==> config.mk <==
export PLATFORM = sky130hd
export DESIGN_NAME = lp_down_collector
export DESIGN_NICKNAME = d
export VERILOG_FILES = /design/src/rtl/lp_down_collector_pkg.sv /design/src/rtl/lp_lane_holder.sv /design/src/rtl/lp_down_collector.sv
export SDC_FILE = /design/constraint.sdc
export NUM_CORES = 1
export LEC_CHECK = 0
export CAP_MARGIN = 25
export CORE_UTILIZATION = 48
export CTS_CLUSTER_SIZE = 24
export DETAILED_ROUTE_END_ITERATION = 16
export PLACE_DENSITY = 0.85
export SLEW_MARGIN = 20
export SYNTH_ARGS = -nofsm -noshare
export SYNTH_HDL_FRONTEND = slang
export SYNTH_SLANG_ARGS = --single-unit
==> constraint.sdc <==
create_clock -name clk -period 4.85 [get_ports clk]
set_input_delay 0.97 -clock clk [delete_from_list [all_inputs] [get_ports clk]]
set_output_delay 0.97 -clock clk [all_outputs]
set_load 0.005 [all_outputs]
==> src/rtl/lp_down_collector_pkg.sv <==
// Shared definitions for the LP down-lane collector.
//   row_state_e : row-tracking FSM encoding (IDLE / ROW)
//   ptr_width() : lane-pointer width for a given lane count
package lp_down_collector_pkg;

   typedef enum logic {
      ST_IDLE = 1'b0,
      ST_ROW  = 1'b1
   } row_state_e;

   localparam int unsigned DEFAULT_LANES = 4;

   // Pointer width for a given lane count, never narrower than one bit.
   function automatic int unsigned ptr_width(input int unsigned lanes);
      return (lanes > 1) ? $clog2(lanes) : 1;
   endfunction

   localparam int unsigned DEFAULT_PTR_W = ptr_width(DEFAULT_LANES);

endpackage

==> src/rtl/lp_lane_holder.sv <==
// One-entry AXI-Stream holding register for a single down lane.
//   clk, rst                          : clock, async active-high reset
//   s_tdata/s_tvalid/s_tready/s_tlast/s_tuser : lane input
//   drain                             : the held beat leaves this cycle
//   hold_valid/hold_data/hold_last/hold_user  : held beat
module lp_lane_holder
   import lp_down_collector_pkg::*;
#(
   parameter int unsigned D_WIDTH    = 16,
   parameter int unsigned USER_WIDTH = 1
) (
   input  logic                  clk,
   input  logic                  rst,
   input  logic [D_WIDTH-1:0]    s_tdata,
   input  logic                  s_tvalid,
   output logic                  s_tready,
   input  logic                  s_tlast,
   input  logic [USER_WIDTH-1:0] s_tuser,
   input  logic                  drain,
   output logic                  hold_valid,
   output logic [D_WIDTH-1:0]    hold_data,
   output logic                  hold_last,
   output logic [USER_WIDTH-1:0] hold_user
);

   logic                  valid_q, valid_d;
   logic [D_WIDTH-1:0]    data_q,  data_d;
   logic                  last_q,  last_d;
   logic [USER_WIDTH-1:0] user_q,  user_d;
   logic                  load;

   // Ready while empty or while the held beat leaves, so refills need no bubble.
   always_comb begin
      s_tready = !valid_q || drain;
      load     = s_tvalid && s_tready;
      valid_d  = valid_q;
      data_d   = data_q;
      last_d   = last_q;
      user_d   = user_q;
      if (drain) valid_d = 1'b0;
      if (load) begin
         valid_d = 1'b1;
         data_d  = s_tdata;
         last_d  = s_tlast;
         user_d  = s_tuser;
      end
   end

   always_ff @(posedge clk or posedge rst) begin
      if (rst) valid_q <= 1'b0;
      else     valid_q <= valid_d;
   end

   // Payload is qualified by valid_q, so it carries no reset.
   always_ff @(posedge clk) begin
      data_q <= data_d;
      last_q <= last_d;
      user_q <= user_d;
   end

   assign hold_valid = valid_q;
   assign hold_data  = data_q;
   assign hold_last  = last_q;
   assign hold_user  = user_q;

endmodule

==> src/rtl/lp_down_collector.sv <==
// Merges PE_NUMBER_I down lanes into one stream, one beat per lane in
// lane order 0..I-1 per row, tagging each beat with its lane in tid.
//   clk, rst          : clock, async active-high reset
//   s_axis_down_*     : per-lane inputs, lane i on slice i
//   m_axis_*          : merged output; tdest is the constant OUTPUT_DEST
//   err_unalligned_data : sticky, a row closed with mixed tlast bits
//   err_user_flag       : sticky, a beat left with non-zero tuser
module lp_down_collector
   import lp_down_collector_pkg::*;
#(
   parameter int unsigned PE_NUMBER_I = 4,
   parameter int unsigned U_D_WIDTH   = 16,
   parameter int unsigned ID_WIDTH    = 8,
   parameter int unsigned DEST_WIDTH  = 8,
   parameter int unsigned USER_WIDTH  = 1,
   parameter int unsigned OUTPUT_DEST = 0
) (
   input  logic                              clk,
   input  logic                              rst,
   input  logic [PE_NUMBER_I*U_D_WIDTH-1:0]  s_axis_down_tdata,
   input  logic [PE_NUMBER_I-1:0]            s_axis_down_tvalid,
   output logic [PE_NUMBER_I-1:0]            s_axis_down_tready,
   input  logic [PE_NUMBER_I-1:0]            s_axis_down_tlast,
   input  logic [PE_NUMBER_I*USER_WIDTH-1:0] s_axis_down_tuser,
   output logic [U_D_WIDTH-1:0]              m_axis_tdata,
   output logic                              m_axis_tvalid,
   input  logic                              m_axis_tready,
   output logic                              m_axis_tlast,
   output logic [ID_WIDTH-1:0]               m_axis_tid,
   output logic [DEST_WIDTH-1:0]             m_axis_tdest,
   output logic [USER_WIDTH-1:0]             m_axis_tuser,
   output logic                              err_unalligned_data,
   output logic                              err_user_flag
);

   localparam int unsigned      PTR_W     = ptr_width(PE_NUMBER_I);
   localparam logic [PTR_W-1:0] LAST_LANE = PTR_W'(PE_NUMBER_I - 1);

   logic [PE_NUMBER_I-1:0] hold_valid;
   logic [PE_NUMBER_I-1:0] hold_last;
   logic [PE_NUMBER_I-1:0] drain;
   logic [U_D_WIDTH-1:0]   hold_data [PE_NUMBER_I];
   logic [USER_WIDTH-1:0]  hold_user [PE_NUMBER_I];

   row_state_e       state_q, state_d;
   logic [PTR_W-1:0] ptr_q, ptr_d;
   logic             row_or_q, row_or_d;
   logic             row_and_q, row_and_d;
   logic             err_unal_q, err_unal_d;
   logic             err_user_q, err_user_d;
   logic             hs;
   logic             cur_last;

   for (genvar gi = 0; gi < PE_NUMBER_I; gi++) begin : g_lane
      lp_lane_holder #(
         .D_WIDTH    (U_D_WIDTH),
         .USER_WIDTH (USER_WIDTH)
      ) u_lane (
         .clk        (clk),
         .rst        (rst),
         .s_tdata    (s_axis_down_tdata[gi*U_D_WIDTH +: U_D_WIDTH]),
         .s_tvalid   (s_axis_down_tvalid[gi]),
         .s_tready   (s_axis_down_tready[gi]),
         .s_tlast    (s_axis_down_tlast[gi]),
         .s_tuser    (s_axis_down_tuser[gi*USER_WIDTH +: USER_WIDTH]),
         .drain      (drain[gi]),
         .hold_valid (hold_valid[gi]),
         .hold_data  (hold_data[gi]),
         .hold_last  (hold_last[gi]),
         .hold_user  (hold_user[gi])
      );
   end

   // Output is driven straight from the selected holding register.
   assign m_axis_tvalid       = hold_valid[ptr_q];
   assign m_axis_tdata        = hold_data[ptr_q];
   assign m_axis_tuser        = hold_user[ptr_q];
   assign m_axis_tlast        = (ptr_q == LAST_LANE) && hold_last[PE_NUMBER_I-1];
   assign m_axis_tid          = ID_WIDTH'(ptr_q);
   assign m_axis_tdest        = DEST_WIDTH'(OUTPUT_DEST);
   assign err_unalligned_data = err_unal_q;
   assign err_user_flag       = err_user_q;
   assign hs                  = m_axis_tvalid && m_axis_tready;
   assign cur_last            = hold_last[ptr_q];

   always_comb begin
      for (int unsigned i = 0; i < PE_NUMBER_I; i++) begin
         drain[i] = hs && (ptr_q == PTR_W'(i));
      end
   end

   // Row pointer, row FSM and tlast-alignment / tuser error tracking.
   always_comb begin
      state_d    = state_q;
      ptr_d      = ptr_q;
      row_or_d   = row_or_q;
      row_and_d  = row_and_q;
      err_unal_d = err_unal_q;
      err_user_d = err_user_q;
      if (hs) begin
         if (m_axis_tuser != '0) err_user_d = 1'b1;
         if (ptr_q == LAST_LANE) begin
            // Row closes: compare including this final beat's last bit.
            if ((row_or_q | cur_last) != (row_and_q & cur_last)) err_unal_d = 1'b1;
            ptr_d     = '0;
            state_d   = ST_IDLE;
            row_or_d  = 1'b0;
            row_and_d = 1'b1;
         end else begin
            ptr_d     = ptr_q + PTR_W'(1);
            row_or_d  = row_or_q | cur_last;
            row_and_d = row_and_q & cur_last;
            if (state_q == ST_IDLE) state_d = ST_ROW;
         end
      end
   end

   always_ff @(posedge clk or posedge rst) begin
      if (rst) begin
         state_q    <= ST_IDLE;
         ptr_q      <= '0;
         row_or_q   <= 1'b0;
         row_and_q  <= 1'b1;
         err_unal_q <= 1'b0;
         err_user_q <= 1'b0;
      end else begin
         state_q    <= state_d;
         ptr_q      <= ptr_d;
         row_or_q   <= row_or_d;
         row_and_q  <= row_and_d;
         err_unal_q <= err_unal_d;
         err_user_q <= err_user_d;
      end
   end

endmodule

==> results.ini, run 1 <==
[worst_setup_path]
crit_type=in -> out
critPathLaunch=m_axis_tready
crit_slowest_cell=clkdlybuf4s50_1
cp_data_arrival_time_ps=2660
path_delay_family=buffers and inverters
worstPathCellList=clkdlybuf4s50_1, nand3_2, nand2_1, clkdlybuf4s50_1
crit_path_max_fanout=9
critPathLaunchType=input pin
critical_path_required_ps=3880
cpMostUsedCell=clkdlybuf4s50_1
worstSetupEndpointType=output pin
path_buf_inv=2
max_stage_delay_ps=840
r2r-start=ptr_q[0]$_DFFE_PP0P_

[floorplan]
fp.coreArea_um2=6760
die_y_um=85.5
dieArea_um2=7310
die_x_um=85.5
start_util_pct=49.5
row_count=30
io_pins=120

[drt]
viasPerCell=5.08
ant_nets=0
num_vias=1827
wl_per_cell_um=17.5
firstDrtPassIters=5
drc_errors=0
wirelength_um=6290
drt_iter0_markers=55

[clocking]
postCtsHoldBufs=0
cts_tree=done
clock_latency_ps=350
numCtsBuffers=9
cts-root-buf=clkbuf_8
cts_setup_buffers=0
ctsResizeCount=0
clock_sinks=82
path_clk_slew_ps=80
clockBufferDepth=2
htreeDepth=3

[yosys]
yosysSeqAreaShare_pct=72.1
synth_seq_cells=82
yosysMostFrequentCell=edfxtp_1
synth_top_area_share_pct=64.6
synth_top_family_by_area=multiplexers
postSynthCellCount=165
synth_edf_count=72
synth-xor-area-share_pct=0
ys.flop_type=edfxtp_1
synth_compound_area_share_pct=3.36
netlist_area_um2=3350
synth_fa_ha_area_share_pct=1.50
async_reset_ff_share_pct=12.2
yosys-top-cells-area=edfxtp_1, mux4_2, dfrtp_1, buf_4, a31oi_4
synth_cell_types=28
yosys.area_share.simple_pct=2.43
yosysTopAreaCell=edfxtp_1
muxShareOfSynthArea_pct=14.1
synth_area_per_cell_um2=20.3
ys_warn_count=0
synth_common_cells=edfxtp_1, buf_4, mux4_2

[sta]
fin_crit_sh_pct=74.8
setup_viol=0
min_period_ps=3630
fin_setup_tns_ps=0
finalWorstSetupSlack_ps=1220
slew_violations=0
fmaxAchievable_mhz=276
final-hold-violation-count=0
fin_skew_ps=11.0
rsz0062_at_grt=false
hold_ws_ps=479
relSlewSlack_pct=55.6
tightest_slew_ps=663

[status]
status=finished clean

[hold_path]
min_from=err_user_flag$_DFFE_PP0P_
hold_path.class=reg -> reg

[grt]
grt_pass1_wl_um=9710
grtUsageTotal_pct=18.6
antenna_found_initial=0
grt_max_degree=19
grt_pass1_vias=1876
grt_overflow_total=0

[placement]
io_buffers=105
dp.cells=344
finalWeightedCongestion=0.753
dp_hpwl_um=4610
pre_cts_ws_ps=1210
postPlaceCellArea_um2=4430

[final_layout]
antenna_cells=0
post-route-cell-area_um2=4620
syn2layout_area_growth_pct=37.9
nNetsFinal=358
fin_cells=360
layout-drive-gt1-share_pct=18.6
fillerInstances=450

[power]
p_leak_nw=1.65
ir_drop_mv=0.248
p_per_area_nw_per_um2=493

[job]
drv_cap=0

## power by group
part	internal [W]	total, W	leakage [nW]	switching (W)
combinational	0.000519	0.000851	0.798	0.000333
clock	0.000189	0.000440	0.0900	0.000251
sequential	0.000918	0.000985	0.759	0.0000674
## placed cells by master (no fill, tap or decap), types with 2 or more instances in the layout
cell type and count:
a31oi_4 3, clkinv_4 2, inv_6 2, mux4_2 18, dfrtp_1 9, clkbuf_8 9, edfxtp_1 72, clkdlybuf4s50_1 105
conb_1 14, nor2b_2 2, buf_8 2, clkinv_2 2, buf_4 3, ha_1 4, a31oi_1 2, mux2_4 2
or2_1 3, inv_1 10
## metal layers
metal  part of all wire (%)  GRT usage (%)  vias up
li1                       -              -      828
met1                     38           22.0      912
met2                     55           32.1       79
met3                    5.5           5.00        8
met4                    1.4           8.33        0
met5                      0              0        -
## area by class of cell
cell class | count | area, um^2 | area share (%)
clock buffers | 9 | 124 | 2.68
inverters | 10 | 37.5 | 0.813
clock inverters | 7 | 52.6 | 1.14
repair buffers | 110 | 1100 | 23.9
multi-input cells | 62 | 785 | 17.0
well taps | 80 | 100 | 2.17
flip-flops and latches | 82 | 2410 | 52.3
## cell families after synthesis
logic type,count (synthesis)
adder cells (fa/ha/maj),4
AND/OR/NAND/NOR,12
other,1
flip-flops,82
AO/OA/AOI/OAI,10
multiplexers,22
buffers and inverters,34
## state kept, by name, summed over array words and instances (netlist names)
register	count
g_lane.u_lane.hold_data	64
g_lane.u_lane.hold_last	4
g_lane.u_lane.hold_user	4
g_lane.u_lane.hold_valid	4
ptr_q	2
err_unalligned_data	1
err_user_flag	1
row_and_q	1
row_or_q	1
## path summary, 6_finish.rpt
| path | end | slack, ps | depth (start not counted) |
|---|---|---|---|
| worst max-delay path | s_axis_down_tready[3] | 1220 | 4 |
| worst min-delay path | err_user_flag$_DFFE_PP0P_ | 480 | 1 |
| worst max register to register | g_lane[0].u_lane.hold_data[2]$_DFFE_PP_ | 2360 | 4 |
| worst min register to register | err_user_flag$_DFFE_PP0P_ | 480 | 1 |
| max in group asynchronous | row_and_q$_DFFE_PP1P_ | 3640 | 2 |
| min in group asynchronous | g_lane[0].u_lane.hold_valid$_DFFE_PP0P_ | 900 | 2 |
## through the flow
stage	util, %	total power [W]
final	68.3	0.00228
after global routing	68.3	0.00239
after CTS	68.2	0.00230
after detailed placement	65.6	0.00186
after global placement	65.2	0.00183
after floorplan	-	0.00147
Power figures use the tool's default switching activity.
==> run 2, diff against run 1 <==
--- a/config.mk
+++ b/config.mk
@@ -6,10 +6,10 @@
 export NUM_CORES = 1
 export LEC_CHECK = 0
 export CAP_MARGIN = 25
-export CORE_UTILIZATION = 48
+export CORE_UTILIZATION = 40
 export CTS_CLUSTER_SIZE = 24
 export DETAILED_ROUTE_END_ITERATION = 16
-export PLACE_DENSITY = 0.85
+export PLACE_DENSITY = 0.76
 export SLEW_MARGIN = 20
 export SYNTH_ARGS = -nofsm -noshare
 export SYNTH_HDL_FRONTEND = slang
==> constraint.sdc (replaced) <==
create_clock -name clk -period 3.2 [get_ports clk]
set_input_delay 0.64 -clock clk [delete_from_list [all_inputs] [get_ports clk]]
set_output_delay 0.64 -clock clk [all_outputs]
set_load 0.005 [all_outputs]
==> results.ini, run 2 (same netlist as run 1, synthesis figures left out) <==
[status]
status=finished clean

[power]
p_sw_share_pct=28.5
ir_drop_mv=0.321
p_per_area_nw_per_um2=744
p_leak_nw=1.67
power.switching_w=0.000991
intPower_w=0.00249
clkPwrFrac_pct=19.5
comb_power_share_pct=38.9
seqPwrFrac_pct=41.6

[sta]
fin_skew_ps=11.2
fin_crit_sh_pct=89.0
min_period_ps=2850
relSlewSlack_pct=65.6
tightest_slew_ps=515
final-hold-violation-count=0
fin_setup_tns_ps=0
setup_viol=0
rsz0062_at_grt=false
slew_violations=0
fmaxAchievable_mhz=351
finalWorstSetupSlack_ps=353

[drt]
drt_iter0_markers=53
wl_per_cell_um=16.4
firstDrtPassIters=4
wirelength_um=6360
viasPerCell=4.61
num_vias=1788
drc_errors=0
ant_nets=0

[worst_setup_path]
crit_type=reg -> out
cp_data_arrival_time_ps=2210
critPathLaunchType=register
critical_path_required_ps=2560
ff2ff_path_depth=6
timing.rr.end=g_lane[3].u_lane.hold_data[5]$_DFFE_PP_
rrSetupSlack_ps=1170
worstSetupEndpointType=output pin
r2r-start=ptr_q[0]$_DFFE_PP0P_
crit_path_max_fanout=10

[clocking]
postCtsHoldBufs=0
clock_sinks=82
numCtsBuffers=9
clock_latency_ps=340
cts_setup_buffers=0
path_clk_slew_ps=90
htreeDepth=3
cts_tree=done
ctsResizeCount=0
clockBufferDepth=2
cts-root-buf=clkbuf_8

[hold_path]
hold_path.class=reg -> reg
whs_endpoint=err_user_flag$_DFFE_PP0P_
whs_path_depth=1
min_from=err_user_flag$_DFFE_PP0P_

[floorplan]
die_x_um=93.5
die_y_um=93.5
fp.coreArea_um2=7930
dieArea_um2=8740
row_count=32
start_util_pct=42.2
io_pins=120

[placement]
dp_hpwl_um=4620
pre_cts_ws_ps=384
postPlaceCellArea_um2=4490
io_buffers=105
finalWeightedCongestion=0.733

[grt]
grtUsageTotal_pct=16.1
grt_overflow_total=0
grtUsageMet3_pct=5.61
antenna_found_initial=0
grt_max_degree=24
grt_pass1_vias=1882
grt_use_met2_pct=27.5
grt_pass1_wl_um=9990
gr-usage-met1_pct=19.2
top_usage_layer=met2

[job]
drv_cap=0

[final_layout]
antenna_cells=0
largest_reg_flops=64
fillerInstances=616
final_cell_mix=clkdlybuf4s50_1, edfxtp_1, mux4_2
nNetsFinal=364
final_common_cell=clkdlybuf4s50_1
layout-drive-gt1-share_pct=19.9
syn2layout_area_growth_pct=39.7
post-route-cell-area_um2=4670

-- run 2: how the worst max path moves through the flow --
stage,start,depth (start not counted),slack [ps],endpoint
6_report,g_lane[3].u_lane.hold_valid$_DFFE_PP0P_,4,350,s_axis_down_tready[2]
5_1_grt,ptr_q[0]$_DFFE_PP0P_,4,250,s_axis_down_tready[1]
4_1_cts,g_lane[3].u_lane.hold_valid$_DFFE_PP0P_,4,320,s_axis_down_tready[2]
3_5_place_dp,m_axis_tready,4,380,s_axis_down_tready[2]
3_3_place_gp,m_axis_tready,4,400,s_axis_down_tready[2]
2_1_floorplan,ptr_q[0]$_DFFE_PP0P_,4,270,g_lane[3].u_lane.hold_data[0]$_DFFE_PP_
-- run 2: cell type report --
class | instances | area (um^2) | share of cell area, %
Timing Repair Buffer | 116 | 1130 | 24.3
Clock inverter | 7 | 58.8 | 1.26
Sequential cell | 82 | 2410 | 51.6
Multi-Input combinational cell | 62 | 779 | 16.7
Clock buffer | 9 | 124 | 2.65
Tap cell | 102 | 128 | 2.73
Inverter | 10 | 37.5 | 0.803
-- run 2: critical path, cell delays in order, from the launching register on --
cell	delay, ps
dfrtp_1	420
mux4_2	670
a31oi_4	280
inv_1	60
clkdlybuf4s50_1	440
-- run 2: stage by stage --
step | utilization, % | power [W] | std cells | hold WS [ps]
2_1_floorplan | - | 0.00222 | 178 | 458
3_3_place_gp | 56.7 | 0.00284 | 372 | 461
3_5_place_dp | 56.7 | 0.00286 | 372 | 454
4_1_cts | 59.0 | 0.00354 | 388 | 475
5_1_grt | 59.0 | 0.00368 | 388 | 501
6_report | 59.0 | 0.00348 | 388 | 472
-- run 2: power groups by stage --
stage,Sequential [W],Combinational (W),Clock [W]
6_report,0.00145,0.00135,0.000679
2_1_floorplan,0.00147,0.000749,0
3_3_place_gp,0.00146,0.00138,0
5_1_grt,0.00147,0.00147,0.000748
3_5_place_dp,0.00147,0.00138,0
4_1_cts,0.00145,0.00139,0.000704
-- run 2: metal layers --
layer  up-vias  share of wire (%)
li1        838                  -
met1       863                 39
met2        83                 54
met3         4                7.2
met4         0               0.50
met5         -                  0
==> run 3, diff against run 2 <==
--- a/config.mk
+++ b/config.mk
@@ -6,10 +6,11 @@
 export NUM_CORES = 1
 export LEC_CHECK = 0
 export CAP_MARGIN = 25
-export CORE_UTILIZATION = 40
+export CORE_UTILIZATION = 35
 export CTS_CLUSTER_SIZE = 24
 export DETAILED_ROUTE_END_ITERATION = 16
-export PLACE_DENSITY = 0.76
+export PLACE_DENSITY = 0.68
+export SETUP_SLACK_MARGIN = 0.15
 export SLEW_MARGIN = 20
 export SYNTH_ARGS = -nofsm -noshare
 export SYNTH_HDL_FRONTEND = slang
==> results.ini, run 3 (same netlist as run 1, synthesis figures left out) <==
[power]
p_per_area_nw_per_um2=776
ir_drop_mv=0.300
p_leak_nw=1.69

[clocking]
postCtsHoldBufs=0
clock_latency_ps=340
path_clk_slew_ps=80
numCtsBuffers=9
ctsResizeCount=0
cts_setup_buffers=0
htreeDepth=3
clock_sinks=82
clockBufferDepth=2
cts-root-buf=clkbuf_8
cts_tree=done

[worst_setup_path]
ff2ff_path_depth=5
critPathLaunchType=register
crit_path_max_fanout=24
path_buf_inv=2
worstSetupEndpointType=output pin
max_stage_delay_ps=660
timing.rr.end=g_lane[3].u_lane.hold_data[12]$_DFFE_PP_
critical_path_required_ps=2560
r2r-start=ptr_q[0]$_DFFE_PP0P_
cp_data_arrival_time_ps=2260
path_delay_family=buffers and inverters
rrSetupSlack_ps=1120
crit_type=reg -> out
worstPathCellList=buf_4, mux4_1, clkdlybuf4s50_1
crit_slowest_cell=mux4_1

[placement]
dp_hpwl_um=4740
io_buffers=105
finalWeightedCongestion=0.683
dp.cells=397

[hold_path]
whs_endpoint=err_user_flag$_DFFE_PP0P_
whs_path_depth=1
hold_path.class=reg -> reg
min_from=err_user_flag$_DFFE_PP0P_

[floorplan]
dieArea_um2=9960
fp.coreArea_um2=9240
die_y_um=99.8
start_util_pct=36.2
die_x_um=99.8
row_count=35
io_pins=120

[drt]
drc_errors=0
firstDrtPassIters=4
wl_per_cell_um=16.6
num_vias=1822
drt_iter0_markers=55
ant_nets=0
wirelength_um=6870
viasPerCell=4.41

[final_layout]
final_cell_mix=clkdlybuf4s50_1, edfxtp_1, mux4_2
layout-drive-gt1-share_pct=20.1
syn2layout_area_growth_pct=42.0
antenna_cells=0
largest_reg_flops=64
final_common_cell=clkdlybuf4s50_1
nNetsFinal=362
fin_cells=413

[grt]
grt_pass1_vias=1988
grt_overflow_total=0
antenna_found_initial=0
grtUsageTotal_pct=14.8
grt_max_degree=25
grt_pass1_wl_um=10400

[sta]
slew_violations=0
fin_skew_ps=5.85
fin_crit_sh_pct=90.6
fmaxAchievable_mhz=345
fin_setup_tns_ps=0
setup_viol=0
rsz0062_at_grt=false
min_period_ps=2900
final-hold-violation-count=0

[job]
drv_cap=0

[status]
status=finished clean

run 3: cell count changes in the layout (fill, tap and decap cells not counted):
cell,change
clkinv_1,-1
bufinv_16,+3
buf_4,-2
clkinv_2,+2
inv_8,-1
dfrtp_1,-1
dfrtp_2,+1
inv_6,-3
run 3: stage by stage:
stage / worst slack, ps / power (W) / hold slack [ps] / instance area [um^2] / util [%]
2_1_floorplan: 274 / 0.00222 / 458 / 3400 / -
3_3_place_gp: 520 / 0.00284 / 450 / 4510 / 48.8
3_5_place_dp: 504 / 0.00286 / 466 / 4510 / 48.8
4_1_cts: 233 / 0.00376 / 486 / 4750 / 51.4
5_1_grt: 184 / 0.00389 / 512 / 4750 / 51.4
6_report: 300 / 0.00369 / 478 / 4750 / 51.4
run 3: worst max-delay path by stage:
stage          slack, ps                                 endpoint                  from  depth (start not counted)
2_1_floorplan        270  g_lane[3].u_lane.hold_data[0]$_DFFE_PP_  ptr_q[0]$_DFFE_PP0P_                          4
3_3_place_gp         520                    s_axis_down_tready[3]         m_axis_tready                          5
3_5_place_dp         500                    s_axis_down_tready[3]         m_axis_tready                          5
4_1_cts              230                             m_axis_tuser  ptr_q[0]$_DFFE_PP0P_                          3
5_1_grt              180                             m_axis_tuser  ptr_q[0]$_DFFE_PP0P_                          3
6_report             300                             m_axis_tuser  ptr_q[0]$_DFFE_PP0P_                          3
run 3: cell type report:
class	instances	area, um^2
tap	129	161
inverter	10	37.5
fill	767	4490
clock buffer	9	124
clock inverter	7	118
timing repair buffer	114	1120
multi-input combinational	62	779
sequential	82	2410
run 3: power breakdown:
group          leakage [nW]  internal, W  switching [W]
sequential            0.758      0.00139      0.0000534
combinational         0.811     0.000788       0.000567
clock                 0.123     0.000518       0.000368
run 3: layer usage:
metal / GRT usage, % / part of all wire, %
met4: 4.75 / 1.0
met1: 17.0 / 40
met3: 6.62 / 7.5
met5: 0 / 0
met2: 24.7 / 52
